===== src/rtl/rf_write_arbiter.sv =====
// rf_write_arbiter: shares the single rf_32 write port between the ALU
// writeback (port a) and the load writeback (port m). Each port has a
// one-entry holding buffer; arbitration is round-robin, except that the
// older buffer wins when both target the same register. The pending
// vector flags every register with a buffered, not-yet-granted write.
module rf_write_arbiter #(
  parameter int REG_SIZE     = 32,
  parameter int INDEX_SIZE   = 5,
  parameter int REGFILE_SIZE = 32
) (
  input  logic                    clock,
  input  logic                    reset,
  input  logic                    a_valid,
  input  logic [INDEX_SIZE-1:0]   a_addr,
  input  logic [REG_SIZE-1:0]     a_data,
  output logic                    a_ready,
  input  logic                    m_valid,
  input  logic [INDEX_SIZE-1:0]   m_addr,
  input  logic [REG_SIZE-1:0]     m_data,
  output logic                    m_ready,
  input  logic                    hold,
  output logic                    write_enabled,
  output logic [INDEX_SIZE-1:0]   write_addr,
  output logic [REG_SIZE-1:0]     write_data,
  output logic [REGFILE_SIZE-1:0] pending
);

  typedef enum logic {
    GRANT_A = 1'b0,
    GRANT_M = 1'b1
  } grant_e;

  // Holding buffers
  logic                  r_a_full;
  logic [INDEX_SIZE-1:0] r_a_addr;
  logic [REG_SIZE-1:0]   r_a_data;
  logic                  r_m_full;
  logic [INDEX_SIZE-1:0] r_m_addr;
  logic [REG_SIZE-1:0]   r_m_data;

  // Arbitration state
  grant_e r_last_grant;
  logic   r_a_older;

  logic w_gnt_a;
  logic w_gnt_m;
  logic w_a_load;
  logic w_m_load;
  logic w_a_stay;
  logic w_m_stay;

  // Grant selection; reset suppresses grants so no buffered write leaks
  // into the register file on the cycle its buffer is being discarded.
  always_comb begin
    w_gnt_a = 1'b0;
    w_gnt_m = 1'b0;
    if (!hold && !reset) begin
      if (r_a_full && r_m_full) begin
        if (r_a_addr == r_m_addr) begin
          w_gnt_a = r_a_older;
          w_gnt_m = !r_a_older;
        end else begin
          w_gnt_a = (r_last_grant == GRANT_M);
          w_gnt_m = (r_last_grant == GRANT_A);
        end
      end else begin
        w_gnt_a = r_a_full;
        w_gnt_m = r_m_full;
      end
    end
  end

  assign a_ready = !r_a_full || w_gnt_a;
  assign m_ready = !r_m_full || w_gnt_m;

  // Register 0 requests complete the handshake but never occupy a buffer.
  assign w_a_load = a_valid && a_ready && (a_addr != '0);
  assign w_m_load = m_valid && m_ready && (m_addr != '0);

  // A buffer "stays" when it is full and not drained at this edge.
  assign w_a_stay = r_a_full && !w_gnt_a;
  assign w_m_stay = r_m_full && !w_gnt_m;

  // Write port to rf_32, driven from the granted buffer.
  always_comb begin
    write_enabled = 1'b0;
    write_addr    = '0;
    write_data    = '0;
    if (w_gnt_a) begin
      write_enabled = 1'b1;
      write_addr    = r_a_addr;
      write_data    = r_a_data;
    end else if (w_gnt_m) begin
      write_enabled = 1'b1;
      write_addr    = r_m_addr;
      write_data    = r_m_data;
    end
  end

  // Pending-write scoreboard from buffer state.
  always_comb begin
    pending = '0;
    for (int unsigned i = 0; i < REGFILE_SIZE; i++) begin
      pending[i] = (r_a_full && (r_a_addr == i[INDEX_SIZE-1:0])) ||
                   (r_m_full && (r_m_addr == i[INDEX_SIZE-1:0]));
    end
  end

  // Buffer fill/drain, round-robin pointer and relative age tracking.
  always_ff @(posedge clock) begin
    if (reset) begin
      r_a_full     <= 1'b0;
      r_a_addr     <= '0;
      r_a_data     <= '0;
      r_m_full     <= 1'b0;
      r_m_addr     <= '0;
      r_m_data     <= '0;
      r_last_grant <= GRANT_M;
      r_a_older    <= 1'b0;
    end else begin
      if (w_a_load) begin
        r_a_full <= 1'b1;
        r_a_addr <= a_addr;
        r_a_data <= a_data;
      end else if (w_gnt_a) begin
        r_a_full <= 1'b0;
      end

      if (w_m_load) begin
        r_m_full <= 1'b1;
        r_m_addr <= m_addr;
        r_m_data <= m_data;
      end else if (w_gnt_m) begin
        r_m_full <= 1'b0;
      end

      if (w_gnt_a) begin
        r_last_grant <= GRANT_A;
      end else if (w_gnt_m) begin
        r_last_grant <= GRANT_M;
      end

      // Simultaneous loads treat a as older; otherwise the newcomer is younger.
      if (w_a_load && w_m_load) begin
        r_a_older <= 1'b1;
      end else if (w_a_load && w_m_stay) begin
        r_a_older <= 1'b0;
      end else if (w_m_load && w_a_stay) begin
        r_a_older <= 1'b1;
      end
    end
  end

endmodule


===== config.mk =====
export PLATFORM = sky130hd
export DESIGN_NAME = rf_write_arbiter
export DESIGN_NICKNAME = d
export VERILOG_FILES = /design/src/rtl/rf_write_arbiter.sv
export SDC_FILE = /design/constraint.sdc
export NUM_CORES = 1
export LEC_CHECK = 0
export BUFFER_PORTS_ARGS = -buffer_cell sky130_fd_sc_hd__buf_2
export CAP_MARGIN = 20
export CORE_MARGIN = 2
export CORE_UTILIZATION = 45
export CTS_BUF_LIST = sky130_fd_sc_hd__clkbuf_16
export DETAILED_ROUTE_END_ITERATION = 7
export GPL_ROUTABILITY_DRIVEN = 0
export PLACE_DENSITY = 0.86
export SLEW_MARGIN = 5
export SYNTH_ARGS = -nofsm -noshare
export SYNTH_HDL_FRONTEND = slang
export SYNTH_SLANG_ARGS = --single-unit

===== constraint.sdc =====
create_clock -name clock -period 1.94 [get_ports clock]
set_input_delay 0 -clock clock [delete_from_list [all_inputs] [get_ports clock]]
set_output_delay 0 -clock clock [all_outputs]
set_load 0.05 [all_outputs]

==> Yosys cells after proc, flatten, opt, wreduce, memory -nomap -nowiden <==
Index checks and enable logic that the tools add are counted.
{ "totals": {"regBits": 78, "in_bits": 79, "elab_cells": 217} }
{ "classes": {"eq_ne": 63, "n_mux": 21, "bitwise": 1, "reduce_logical": 124} }
{ "op_table": {"columns": ["operator", "count"], "rows": [
  ["$eq 5x5->1 const B", 32],
  ["$eq 5x4->1 const B", 16],
  ["$logic_and 1x1->1", 75],
  ["$mux 32", 2],
  ["$eq 5x3->1 const B", 8],
  ["$logic_or 1x1->1", 34],
  ["$eq 5x2->1 const B", 4],
  ["$mux 1", 17],
  ["$eq 5x1->1 const B", 2],
  ["$logic_not 5->1", 2],
  ["$mux 5", 2],
  ["$reduce_bool 5->1", 2],
  ["$logic_not 1->1", 7],
  ["$reduce_bool 2->1", 3],
  ["$eq 5x5->1", 1],
  ["$reduce_bool 3->1", 1],
  ["$not 1->1", 1]
]} }

==> Logic depth before layout (Yosys ltp) <==
{ "logic_depth": {"word_depth": 11, "mapped_depth": 10} }

==> Worst setup path after synthesis <==
OpenSTA, ideal clock, no wires.
{ "synth_path": {"path_type": "register to output", "startpoint": "reg r_a_addr[3]", "endpoint": "out write_addr[3]", "arrival_time_ps": 2172, "setup_slack_ps": -232, "path_stages_with_launch": 8, "n_path_buf": 2, "path_cell_list": "dfxtp_1 -> xor2_1 -> nor3_2 -> mux2_4 -> nor2_1 -> buf_2 -> buf_1 -> a22o_1"} }
{ "synth_between": {"elab_chain_cells": 6, "word_cells_on_any_way": 9} }
{ "synth_rtl": {"columns": ["element", "line_no", "text"], "rows": [
  ["start, declared", "35", "logic [INDEX_SIZE-1:0] r_a_addr;"],
  ["start signal, assigned", "123", "r_a_addr <= a_addr;"],
  ["$eq 5x5->1", "59", "if (r_a_addr == r_m_addr) begin"],
  ["$mux 1", "59", null],
  ["$mux 1", "58", "if (r_a_full && r_m_full) begin"],
  ["$mux 1", "57", "if (!hold && !reset) begin"],
  ["$mux 5", "93", "end else if (w_gnt_m) begin"],
  ["$mux 5 *", "89", "if (w_gnt_a) begin"],
  ["end, declared", "23", "output logic [INDEX_SIZE-1:0] write_addr,"]
]} }
Mark *: on every way between the ends. The rest lies on a longest branch, timed or not.

==> Worst setup path after layout <==
{ "layout_path": {"startpoint": "reg r_m_addr[2]", "endpoint": "out write_data[19]"} }
{ "layout_between": {"elab_chain_cells": 6, "word_cells_on_any_way": 9} }
{ "layout_rtl": {"columns": ["element", "line_no", "text"], "rows": [
  ["start, declared", "38", "logic [INDEX_SIZE-1:0] r_m_addr;"],
  ["start signal, assigned", "131", "r_m_addr <= m_addr;"],
  ["$eq 5x5->1 *", "59", null],
  ["$mux 1", "59", null],
  ["$mux 1", "58", null],
  ["$mux 1", "57", null],
  ["$mux 32", "93", null],
  ["$mux 32 *", "89", null],
  ["end, declared", "24", "output logic [REG_SIZE-1:0] write_data,"]
]} }
Marked as above.

==> flow_summary.rst <==
.. list-table::
   :header-rows: 1

   * - Metric
     - Value
   * - Violated checks
     - setup timing
   * - Antenna Nets Post-Route
     - 0
   * - Hold Path Class
     - input port to register
   * - Hold wc startpoint
     - hold
   * - Detail Placement HPWL
     - 9.47 mm
   * - Level count of the clock H-tree
     - 3
   * - Worst setup slack after layout
     - -0.534 ns
   * - Async set-reset flop share out of synthesis
     - 0%
   * - Number of enable-type register cells in the synthesized netlist
     - 0
   * - Cell internal power dissipation
     - 0.00333 W
   * - Placed instance count
     - 740
   * - Number of iterations in the first detailed-routing pass
     - 7
   * - Max Cap Violations
     - 0
   * - Unrepaired setup endpoints after global routing
     - true
   * - Iteration-0 DRC count of the detailed router
     - 957
   * - Sequential power share
     - 35.5%
   * - Io pins
     - 151
   * - CP bufs+invs
     - 3
   * - Via count of the first global-routing pass
     - 5389
   * - Cell area after placement
     - 5070 sq um
   * - Leakage Power
     - 3.02 nW
   * - CP max FO
     - 18
   * - Worst-margin pin slew
     - 1.24 ns
   * - Final WL
     - 24.5 mm
   * - Leftover overflow at the end of global routing
     - 0
   * - Port buffer count
     - 150
   * - Antenna violations before repair
     - 1
   * - Cell with the largest stage delay on the worst path
     - sky130_fd_sc_hd__dfxtp_2
   * - Cell family with the largest share of critical-path delay
     - buffers and inverters
   * - Width of the die
     - 98.5 microns
   * - Crit path time final
     - 2.47 ns
   * - Final sum of negative setup slack
     - -39.97 ns
   * - Cell type with the largest total area after synthesis
     - sky130_fd_sc_hd__dfxtp_1
   * - Post-DR vias/cell
     - 7.08
   * - Maximum buffer depth of the clock tree
     - 2
   * - Die outline height
     - 98.5 microns
   * - Count of mapped cells out of synthesis
     - 500
   * - Final cell area excluding filler cells
     - 7820 sq um
   * - Hold path cells
     - 5
   * - Max frequency
     - 404 MHz
   * - Setup slack, reg-to-reg
     - -0.46 ns
   * - Post-synthesis average cell area
     - 8.03 sq um
   * - Final-report setup violation count
     - 119
   * - Effective utilization at floorplan
     - 46.3%
   * - Number of cells on the worst reg-to-reg path
     - 8
   * - Max-slew headroom at the worst pin
     - 17.4%
   * - Final hold viol count
     - 0
   * - Ordered list of cells on the worst path
     - xor2_1 > nor3_2 > buf_4 > nand2_2 > mux2i_1 > o211a_4 > buf_12 > a22o_2 > buf_6
   * - Syn-to-layout area delta
     - 94.7%
   * - Commonest cells in the netlist
     - sky130_fd_sc_hd__dfxtp_1, sky130_fd_sc_hd__a21oi_1, sky130_fd_sc_hd__o21ai_0, sky130_fd_sc_hd__nand3_1, sky130_fd_sc_hd__a22o_1
   * - Area enclosed by the die boundary
     - 9690 sq um
   * - Wire length of the first global-routing pass
     - 27.8 mm
   * - Switching share of power
     - 35.9%
   * - Final layout net count
     - 819
   * - Comb power frac
     - 34.4%
   * - Clock-pin slew on the worst setup and hold paths
     - 0.06 ns
   * - Number of nets produced by synthesis
     - 579
   * - RR Endpoint
     - r_a_data[3]
   * - Largest net degree at the start of global routing
     - 79
   * - Via count
     - 6043
   * - Max VDD drop
     - 0.632 mV
   * - Final max-slew violation count
     - 0
   * - Clock network latency to the later pin of the worst-skew pair
     - 0.35 ns
   * - Ys flop type
     - sky130_fd_sc_hd__dfxtp_1
   * - Launch point of the worst reg-to-reg path
     - r_m_addr[2]
   * - Cell types with the largest area share after synthesis
     - sky130_fd_sc_hd__dfxtp_1, sky130_fd_sc_hd__a21oi_1, sky130_fd_sc_hd__o21ai_0
   * - Clock share of power
     - 30.2%
   * - Synthesis-stage register bit count
     - 78
   * - Clock tree from TritonCTS
     - built
   * - Worst hold endpoint
     - r_last_grant
   * - Standard-cell row count
     - 34
   * - Largest clock skew in the final design
     - 0.00678 ns
   * - Period Utilization, post-route
     - 128%
   * - Slowest cell delay on critical path
     - 0.33 ns
   * - Dominant cell by count in the synthesized netlist
     - sky130_fd_sc_hd__dfxtp_1
   * - CP Data Arrival Time
     - 2.47 ns
   * - Fraction of the yosys area taken by sequential cells
     - 38.9%
   * - Distinct cells, synth
     - 42
   * - Final standard cell count with taps included and fillers excluded
     - 853
   * - Kind of end point of the critical path
     - output port
   * - TritonCTS Buffers
     - 9
   * - Type of the worst setup path
     - register to output port
   * - Core Area
     - 8680 sq um
   * - Share of Yosys cell area claimed by the top area cell type
     - 38.9%
   * - Post-synthesis cell area
     - 4020 sq um
   * - Switching power total
     - 0.00187 W
   * - Post-detailed-route wirelength per cell
     - 28.7 microns
   * - Root buffer cell
     - sky130_fd_sc_hd__clkbuf_16
   * - Pwr/cell area
     - 665 nW/um^2
   * - CP startpoint kind
     - register
   * - Fraction of final layout cells sized beyond drive strength 1
     - 58.6%
   * - Setup WS pre-CTS
     - -0.0423 ns
   * - Warnings from Yosys
     - 0
   * - Clock net sink count
     - 78
   * - Outcome
     - complete, but fails checks
   * - Share of the core filled with cells in the final layout
     - 90.1%
   * - GRT Util Overall
     - 35.5%
   * - Drt drc
     - 0
   * - Required time of the critical path
     - 1.94 ns
-- cells in the final DEF (no fill, tap or decap), types with 3 or more instances in the layout --
| cell | n |
|---|---|
| sky130_fd_sc_hd__o21ai_4 | 4 |
| sky130_fd_sc_hd__o21ai_2 | 10 |
| sky130_fd_sc_hd__nand2b_1 | 5 |
| sky130_fd_sc_hd__nand2_4 | 4 |
| sky130_fd_sc_hd__dfxtp_1 | 67 |
| sky130_fd_sc_hd__dlygate4sd3_1 | 76 |
| sky130_fd_sc_hd__nand3_2 | 30 |
| sky130_fd_sc_hd__a21oi_2 | 64 |
| sky130_fd_sc_hd__nand3_1 | 8 |
| sky130_fd_sc_hd__nor2_1 | 5 |
| sky130_fd_sc_hd__dfxtp_2 | 9 |
| sky130_fd_sc_hd__o21ai_0 | 26 |
| sky130_fd_sc_hd__inv_1 | 3 |
| sky130_fd_sc_hd__or2_4 | 3 |
| sky130_fd_sc_hd__buf_4 | 41 |
| sky130_fd_sc_hd__o21ai_1 | 35 |
| sky130_fd_sc_hd__o22ai_1 | 30 |
| sky130_fd_sc_hd__nand3_4 | 34 |
| sky130_fd_sc_hd__a22o_2 | 28 |
| sky130_fd_sc_hd__or3_4 | 6 |
| sky130_fd_sc_hd__nand2_1 | 9 |
| sky130_fd_sc_hd__a22o_1 | 7 |
| sky130_fd_sc_hd__nand4b_1 | 4 |
| sky130_fd_sc_hd__nand4_1 | 3 |
| sky130_fd_sc_hd__clkbuf_16 | 17 |
| sky130_fd_sc_hd__buf_12 | 13 |
| sky130_fd_sc_hd__buf_2 | 95 |
| sky130_fd_sc_hd__buf_6 | 42 |
| sky130_fd_sc_hd__buf_8 | 5 |
| sky130_fd_sc_hd__a21oi_1 | 12 |
| sky130_fd_sc_hd__clkinv_2 | 3 |
-- worst max-delay path by stage --
stage | from | to | cells past startpoint
2_1_floorplan | r_a_addr[2] | r_a_older | 7
3_3_place_gp | r_m_addr[2] | r_a_data[14] | 7
3_5_place_dp | r_m_addr[2] | r_a_data[14] | 7
4_1_cts | r_m_addr[2] | write_data[10] | 9
5_1_grt | r_m_addr[2] | write_data[19] | 9
6_report | r_m_addr[2] | write_data[19] | 9
-- timing repair --
action | in CTS | in global routing
setup endpoints to repair | 65 | 132
hold buffers | 76 | 0
hold endpoints to repair | 75 | 0
setup buffers | 3 | 8
pin swaps | 4 | 83
gates resized for setup | 91 | 296
cloned | 1 | 9
-- metal layers --
| layer | GRT usage [%] | share of wire [%] | up-vias |
|---|---|---|---|
| met2 | 61.8 | 46 | 668 |
| li1 | - | - | 2356 |
| met5 | 0 | 0 | - |
| met4 | 18.9 | 7.2 | 0 |
| met3 | 6.88 | 12 | 196 |
| met1 | 41.2 | 35 | 2823 |
-- per-stage QoR --
| stage | power, W | hold slack (ns) |
|---|---|---|
| final | 0.00520 | 0.333 |
| after global routing | 0.00526 | 0.330 |
| after CTS | 0.00444 | 0.254 |
| after detailed placement | 0.00279 | 0.252 |
| after global placement | 0.00275 | 0.246 |
| after floorplan | 0.00244 | 0.131 |
-- sequential cells by signal (all words and copies together), names as in the netlist --
signal / cells
r_last_grant: 1
r_m_data: 32
r_a_full: 1
r_m_addr: 5
r_a_older: 1
r_a_addr: 5
r_a_data: 32
r_m_full: 1
-- area by class of cell --
cell class | instances | area [sq um]
clock buffer | 9 | 225
inverter | 4 | 22.5
timing repair buffer | 283 | 2590
sequential | 78 | 1580
antenna | 1 | 2.50
tap | 108 | 135
clock inverter | 6 | 30.0
multi-input combinational | 364 | 3230
fill | 297 | 861
-- power groups by stage --
stage                     Sequential [W]  Clock (W)  Combinational [W]
after global routing             0.00184    0.00159            0.00182
after CTS                        0.00180    0.00148            0.00117
after global placement           0.00182          0           0.000926
after floorplan                  0.00181          0           0.000627
final                            0.00184    0.00157            0.00179
after detailed placement         0.00183          0           0.000959
-- tightest hold or removal path, stage by stage --
cell                       delay [ns]
sky130_fd_sc_hd__buf_2           0.09
sky130_fd_sc_hd__nor2_1          0.12
sky130_fd_sc_hd__o311ai_4        0.13
sky130_fd_sc_hd__buf_4           0.13
sky130_fd_sc_hd__o32a_1          0.16
-- cell families (layout without fill, tap and decap cells) --
logic type | Yosys count | count (layout) | share of synthesized area, %
compound gates | 228 | 228 | 34.2
simple gates | 129 | 129 | 18.3
flops | 78 | 78 | 38.9
buf+inv | 58 | 302 | 6.89
xor+xnor | 5 | 5 | 1.09
mux | 2 | 2 | 0.623
other cells | 0 | 1 | 0
(Power assumes the default switching activity.)
